$ cat config.mk
export PLATFORM = sky130hd
export DESIGN_NAME = driver_cmd_decoder
export DESIGN_NICKNAME = d
export VERILOG_FILES = /design/src/rtl/driver_cmd_decoder.sv
export SDC_FILE = /design/constraint.sdc
export NUM_CORES = 1
export LEC_CHECK = 0
export ABC_AREA = 1
export CAP_MARGIN = 20
export CORE_UTILIZATION = 57
export CTS_CLUSTER_SIZE = 16
export DETAILED_ROUTE_END_ITERATION = 7
export GPL_TIMING_DRIVEN = 0
export PLACE_DENSITY_LB_ADDON = 0.1
export REMOVE_ABC_BUFFERS = 1
export SYNTH_ARGS = -nofsm -noshare
export SYNTH_HDL_FRONTEND = slang
export SYNTH_SLANG_ARGS = --single-unit
$ cat constraint.sdc
create_clock -name clk_33 -period 3.05 [get_ports clk_33]
set_input_delay 0.915 -clock clk_33 [delete_from_list [all_inputs] [get_ports clk_33]]
set_output_delay 0.915 -clock clk_33 [all_outputs]
set_load 0.05 [all_outputs]
$ cat src/rtl/driver_cmd_decoder.sv
// Passive decoder for a serial LED-driver command bus: samples SCLK/LAT/SIN,
// counts LAT-high SCLK edges per command and tracks FC and grayscale state.
module driver_cmd_decoder #(
  parameter int WORD_BITS   = 48,
  parameter int SYNC_STAGES = 2
) (
  input  logic                 clk_33,
  input  logic                 nrst,
  input  logic                 sclk,
  input  logic                 lat,
  input  logic                 sin,
  input  logic                 clear_err,
  output logic                 cmd_valid,
  output logic [3:0]           cmd_code,
  output logic [WORD_BITS-1:0] cmd_data,
  output logic                 cmd_err,
  output logic [WORD_BITS-1:0] fc_reg,
  output logic                 fc_wr,
  output logic                 fc_wr_en,
  output logic [3:0]           gs_count,
  output logic                 latgs_pulse,
  output logic [4:0]           gs_words,
  output logic                 word_err
);

  localparam logic [3:0] CMD_WRTGS     = 4'd1;
  localparam logic [3:0] CMD_LATGS     = 4'd3;
  localparam logic [3:0] CMD_WRTFC     = 4'd5;
  localparam logic [3:0] CMD_LINERESET = 4'd7;
  localparam logic [3:0] CMD_READFC    = 4'd11;
  localparam logic [3:0] CMD_TMGRST    = 4'd13;
  localparam logic [3:0] CMD_FCWRTEN   = 4'd15;
  localparam logic [6:0] WORD_BITS_7   = 7'(WORD_BITS);

  function automatic logic [6:0] sat_inc7(input logic [6:0] v);
    return (v == 7'h7f) ? v : v + 7'd1;
  endfunction

  function automatic logic [4:0] sat_inc5(input logic [4:0] v);
    return (v == 5'h1f) ? v : v + 5'd1;
  endfunction

  function automatic logic [3:0] sat_inc4(input logic [3:0] v);
    return (v == 4'hf) ? v : v + 4'd1;
  endfunction

  function automatic logic is_known_cmd(input logic [4:0] n);
    case (n)
      5'd1, 5'd3, 5'd5, 5'd7, 5'd11, 5'd13, 5'd15: return 1'b1;
      default:                                     return 1'b0;
    endcase
  endfunction

  logic [SYNC_STAGES-1:0] sclk_sync, lat_sync, sin_sync;
  logic                   sclk_p0, lat_p0, sin_p0;
  logic                   sclk_p1, lat_p1;
  logic [WORD_BITS-1:0]   shift_reg;
  logic [6:0]             bit_cnt;
  logic [4:0]             lat_cnt;

  logic                   sclk_rise, lat_fall;
  logic [WORD_BITS-1:0]   shift_nx;
  logic [6:0]             bit_nx;
  logic [4:0]             lat_nx;
  logic                   word_ok;

  // Stage p0: synchronised copies; p1: previous value for edge detection
  assign sclk_p0 = sclk_sync[SYNC_STAGES-1];
  assign lat_p0  = lat_sync[SYNC_STAGES-1];
  assign sin_p0  = sin_sync[SYNC_STAGES-1];

  assign sclk_rise = sclk_p0 & ~sclk_p1;
  assign lat_fall  = ~lat_p0 & lat_p1;

  // A bit arriving on the same cycle as the LAT fall is folded into the snapshot.
  always_comb begin
    shift_nx = shift_reg;
    bit_nx   = bit_cnt;
    lat_nx   = lat_cnt;
    if (sclk_rise) begin
      shift_nx = {shift_reg[WORD_BITS-2:0], sin_p0};
      bit_nx   = sat_inc7(bit_cnt);
      if (lat_p0)
        lat_nx = sat_inc5(lat_cnt);
    end
  end

  assign word_ok = (bit_nx == WORD_BITS_7);

  always_ff @(posedge clk_33 or negedge nrst) begin
    if (!nrst) begin
      sclk_sync   <= '0;
      lat_sync    <= '0;
      sin_sync    <= '0;
      sclk_p1     <= 1'b0;
      lat_p1      <= 1'b0;
      shift_reg   <= '0;
      bit_cnt     <= '0;
      lat_cnt     <= '0;
      cmd_valid   <= 1'b0;
      cmd_code    <= '0;
      cmd_data    <= '0;
      cmd_err     <= 1'b0;
      fc_reg      <= '0;
      fc_wr       <= 1'b0;
      fc_wr_en    <= 1'b0;
      gs_count    <= '0;
      latgs_pulse <= 1'b0;
      gs_words    <= '0;
      word_err    <= 1'b0;
    end else begin
      sclk_sync   <= {sclk_sync[SYNC_STAGES-2:0], sclk};
      lat_sync    <= {lat_sync[SYNC_STAGES-2:0], lat};
      sin_sync    <= {sin_sync[SYNC_STAGES-2:0], sin};
      sclk_p1     <= sclk_p0;
      lat_p1      <= lat_p0;
      shift_reg   <= shift_nx;
      cmd_valid   <= 1'b0;
      cmd_err     <= 1'b0;
      fc_wr       <= 1'b0;
      latgs_pulse <= 1'b0;
      if (clear_err)
        word_err <= 1'b0;

      // Stage p2: command decode on LAT fall, results visible next cycle
      if (lat_fall) begin
        bit_cnt   <= '0;
        lat_cnt   <= '0;
        cmd_valid <= 1'b1;
        cmd_data  <= shift_nx;
        if (is_known_cmd(lat_nx)) begin
          cmd_code <= lat_nx[3:0];
          fc_wr_en <= 1'b0;
          case (lat_nx[3:0])
            CMD_WRTGS: begin
              gs_count <= sat_inc4(gs_count);
              if (!word_ok)
                word_err <= 1'b1;
            end
            CMD_LATGS, CMD_LINERESET: begin
              latgs_pulse <= 1'b1;
              gs_words    <= {1'b0, gs_count} + 5'd1;
              gs_count    <= '0;
              if (!word_ok && lat_nx[3:0] == CMD_LATGS)
                word_err <= 1'b1;
            end
            CMD_WRTFC: begin
              if (fc_wr_en) begin
                fc_reg <= shift_nx;
                fc_wr  <= 1'b1;
              end
              if (!word_ok)
                word_err <= 1'b1;
            end
            CMD_TMGRST:  gs_count <= '0;
            CMD_FCWRTEN: fc_wr_en <= 1'b1;
            CMD_READFC:  ;
            default:     ;
          endcase
        end else begin
          cmd_code <= '0;
          cmd_err  <= 1'b1;
        end
      end else begin
        bit_cnt <= bit_nx;
        lat_cnt <= lat_nx;
      end
    end
  end

endmodule

==> results.yml <==
power:
  p_leak_nw: 4.14
  swShare_pct: 34.0
  p_comb_share_pct: 27.0
  power_switching_w: 0.00234
  p_per_area_mw_per_mm2: 756
  vdd_ir_drop_max_v: 0.000662
  seqPwrFrac_pct: 43.5
  clock_power_share_pct: 29.5
  p_int_w: 0.00454
  p_total_w: 0.00688
drt:
  ant_nets: 0
  routed_via_density: 5.15
  drcViolationCount: 0
  drt_iter0_drc: 263
  vias: 5339
  wl_per_cell_um: 14.7
  dr.pass1.iters: 4
  wl_mm: 15.3
finish:
  seqCellArea_mm2: 0.00458
  n_fill_cell: 866
  multi_input_area_mm2: 0.00218
  diodes: 0
  drive_above_1_share_pct: 11.4
  syn_to_final_growth_pct: 26.4
  layout.cells.non_filler: 1036
  nNetsFinal: 864
timing:
  fin_crit_sh_pct: 88.7
  tightest_slew_ns: 1.08
  setup_viol: 0
  clock.fmax_ghz: 0.370
  hold_viol: 0
  rsz0062_at_grt: "false"
  fin_hold_ws_ns: 0.353
  finalCriticalPeriod_ns: 2.70
  fin_worst_skew_ns: 0.00696
  final_max_slew_viol_count: 0
  slew_headroom_pct: 28.2
  setup_tns_ns: 0
die:
  io_pins: 121
  start_util_pct: 59.2
  fp-row-count: 40
  dieArea_mm2: 0.0131
  die_y_um: 114
  die_x_um: 114
  core_mm2: 0.0122
grt:
  grt.total_usage_pct: 24.7
  first_global_vias: 5394
  antenna_found_initial: 0
  overflow: 0
  grt_max_degree: 113
  grt_pass1_wl_mm: 25.0
logic_synthesis:
  synth_area_mm2: 0.00720
  syn_inst: 745
  synth-seq-cells: 183
  yosys_warnings: 0
  yosysUniqueCellTypes: 28
  synth_seq_area_share_pct: 63.6
  syn-mean-instance-area_um2: 9.67
setup_path:
  arrival_ns: 3.01
  crit_fanout: 52
  critPathCaptureType: "flip-flop"
  critical_path_required_ns: 3.36
  start_kind: "flip-flop"
  reg2regPathDepth: 12
  crit_type: "flip-flop to flip-flop"
worst_hold_path:
  holdPathStages: 0
  min_path_type: "flip-flop to flip-flop"
clocking:
  htree_levels: 4
  tritoncts: "built"
  path_clk_slew_ns: 0.06
  cts_resized: 0
  clk_path_buf_depth: 2
  cts_root_buffer: "clkbuf_16"
  cts_buffers: 17
  clock_latency_ns: 0.42
  cts_sinks: 183
status:
  status: "finished clean"
placed_design:
  globalplace.congestion: 0.778
  placedCellCount: 1002
  numPortBuffers: 120
  hpwl_mm: 9.54
job:
  maxCapViolCount: 0
-- area by class of cell --
type                    instances  area share, %
multi-input cells             448           23.9
clock inverters                 8          0.811
flip-flops and latches        183           50.3
well taps                     168           2.31
repair buffers                123           14.1
inverters                      82           3.38
clock buffers                  24           5.18
-- placed cells by master, fill, tap and decap left out, types with 3 or more instances in the layout --
cell	n
a21oi_1	3
clkbuf_1	5
clkbuf_16	17
clkdlybuf4s50_1	119
clkinv_2	4
dfrtp_1	183
ha_1	3
inv_1	76
inv_2	5
nand2_1	166
nand2_2	3
nand3_1	20
nor2_1	25
nor2_2	5
nor2_4	3
o21ai_0	115
o21ai_1	40
or2_2	48
-- cell usage after synthesis, drive strengths merged --
| cell type | instances | area share (%) |
|---|---|---|
| nand2 | 171 | 9.1 |
| nor2 | 31 | 2.0 |
| nand3b | 2 | 0.21 |
| a21oi | 3 | 0.21 |
| dfrtp | 183 | 64 |
| buf | 10 | 1.0 |
| xor2 | 2 | 0.24 |
| clkinv | 1 | 0.052 |
| xnor2 | 2 | 0.24 |
| nor3b | 1 | 0.10 |
| clkbuf | 24 | 1.3 |
| nor3 | 1 | 0.069 |
| inv | 81 | 4.2 |
| a21boi | 1 | 0.10 |
| o21bai | 2 | 0.21 |
| or2 | 48 | 4.2 |
| o21ai | 155 | 11 |
| nand3 | 22 | 1.7 |
| ha | 3 | 0.52 |
| nand4 | 2 | 0.17 |
-- timing repair --
action	in CTS	in global routing
endpoints found under the setup margin	0	41
setup buffers	0	0
hold buffers	0	0
-- power groups by stage --
stage / combinational [W] / clock (W) / sequential, W
2_1_floorplan: 0.000491 / 0 / 0.00372
3_3_place_gp: 0.00180 / 0 / 0.00302
3_5_place_dp: 0.00185 / 0 / 0.00303
4_1_cts: 0.00186 / 0.00207 / 0.00299
5_1_grt: 0.00199 / 0.00216 / 0.00303
6_report: 0.00185 / 0.00203 / 0.00299
-- metal layers --
metal	vias up	routed length (µm)	global-route usage (%)
li1	2572	-	-
met1	2593	6800	30.8
met2	151	7440	40.8
met3	23	767	6.51
met4	0	246	10.6
met5	-	0	0
-- critical path, cell delays in order (launching register included) --
cell and delay, ns:
dfrtp_1 0.47, inv_2 0.10, nand2_4 0.27, nor2_4 0.25, nand2_2 0.09, nand2_1 0.08, nand2_2 0.10, nor2_1 0.18
nand3_1 0.39, nor2_2 0.34, nand2_1 0.15, nand2_1 0.10, nand2_1 0.05
-- per-stage QoR --
stage          util [%]  worst slack [ns]  instance area (µm²)
3_5_place_dp       70.2            0.0492                 8540
5_1_grt            74.8            0.0990                 9100
6_report           74.8             0.345                 9100
4_1_cts            74.7            0.0160                 9090
2_1_floorplan         -            -0.487                 7040
3_3_place_gp       69.5             -5.97                 8450
-- final timing paths --
| check | start | endpoint | slack [ns] |
|---|---|---|---|
| max | sclk_p1 | gs_count[0] | 0.35 |
| min | lat_sync[0] | lat_sync[1] | 0.35 |
| max reg2reg | sclk_p1 | gs_count[0] | 0.35 |
| min reg2reg | lat_sync[0] | lat_sync[1] | 0.35 |
| max in group asynchronous | nrst | fc_reg[27] | 1.70 |
| min in group asynchronous | nrst | cmd_data[36] | 0.44 |
-- kinds of logic (layout without fill, tap and decap cells) --
kind of cell | Yosys count | count (layout) | synth area share (%)
xor gates and xnor gates | 4 | 4 | 0.487
DFF | 183 | 183 | 63.6
AOI/OAI and AO/OA | 161 | 161 | 11.3
adders and majority gates | 3 | 3 | 0.521
and+or+nand+nor | 278 | 280 | 17.5
buffers and inverters | 116 | 237 | 6.57
No activity file was read; power rests on OpenSTA's default activity.
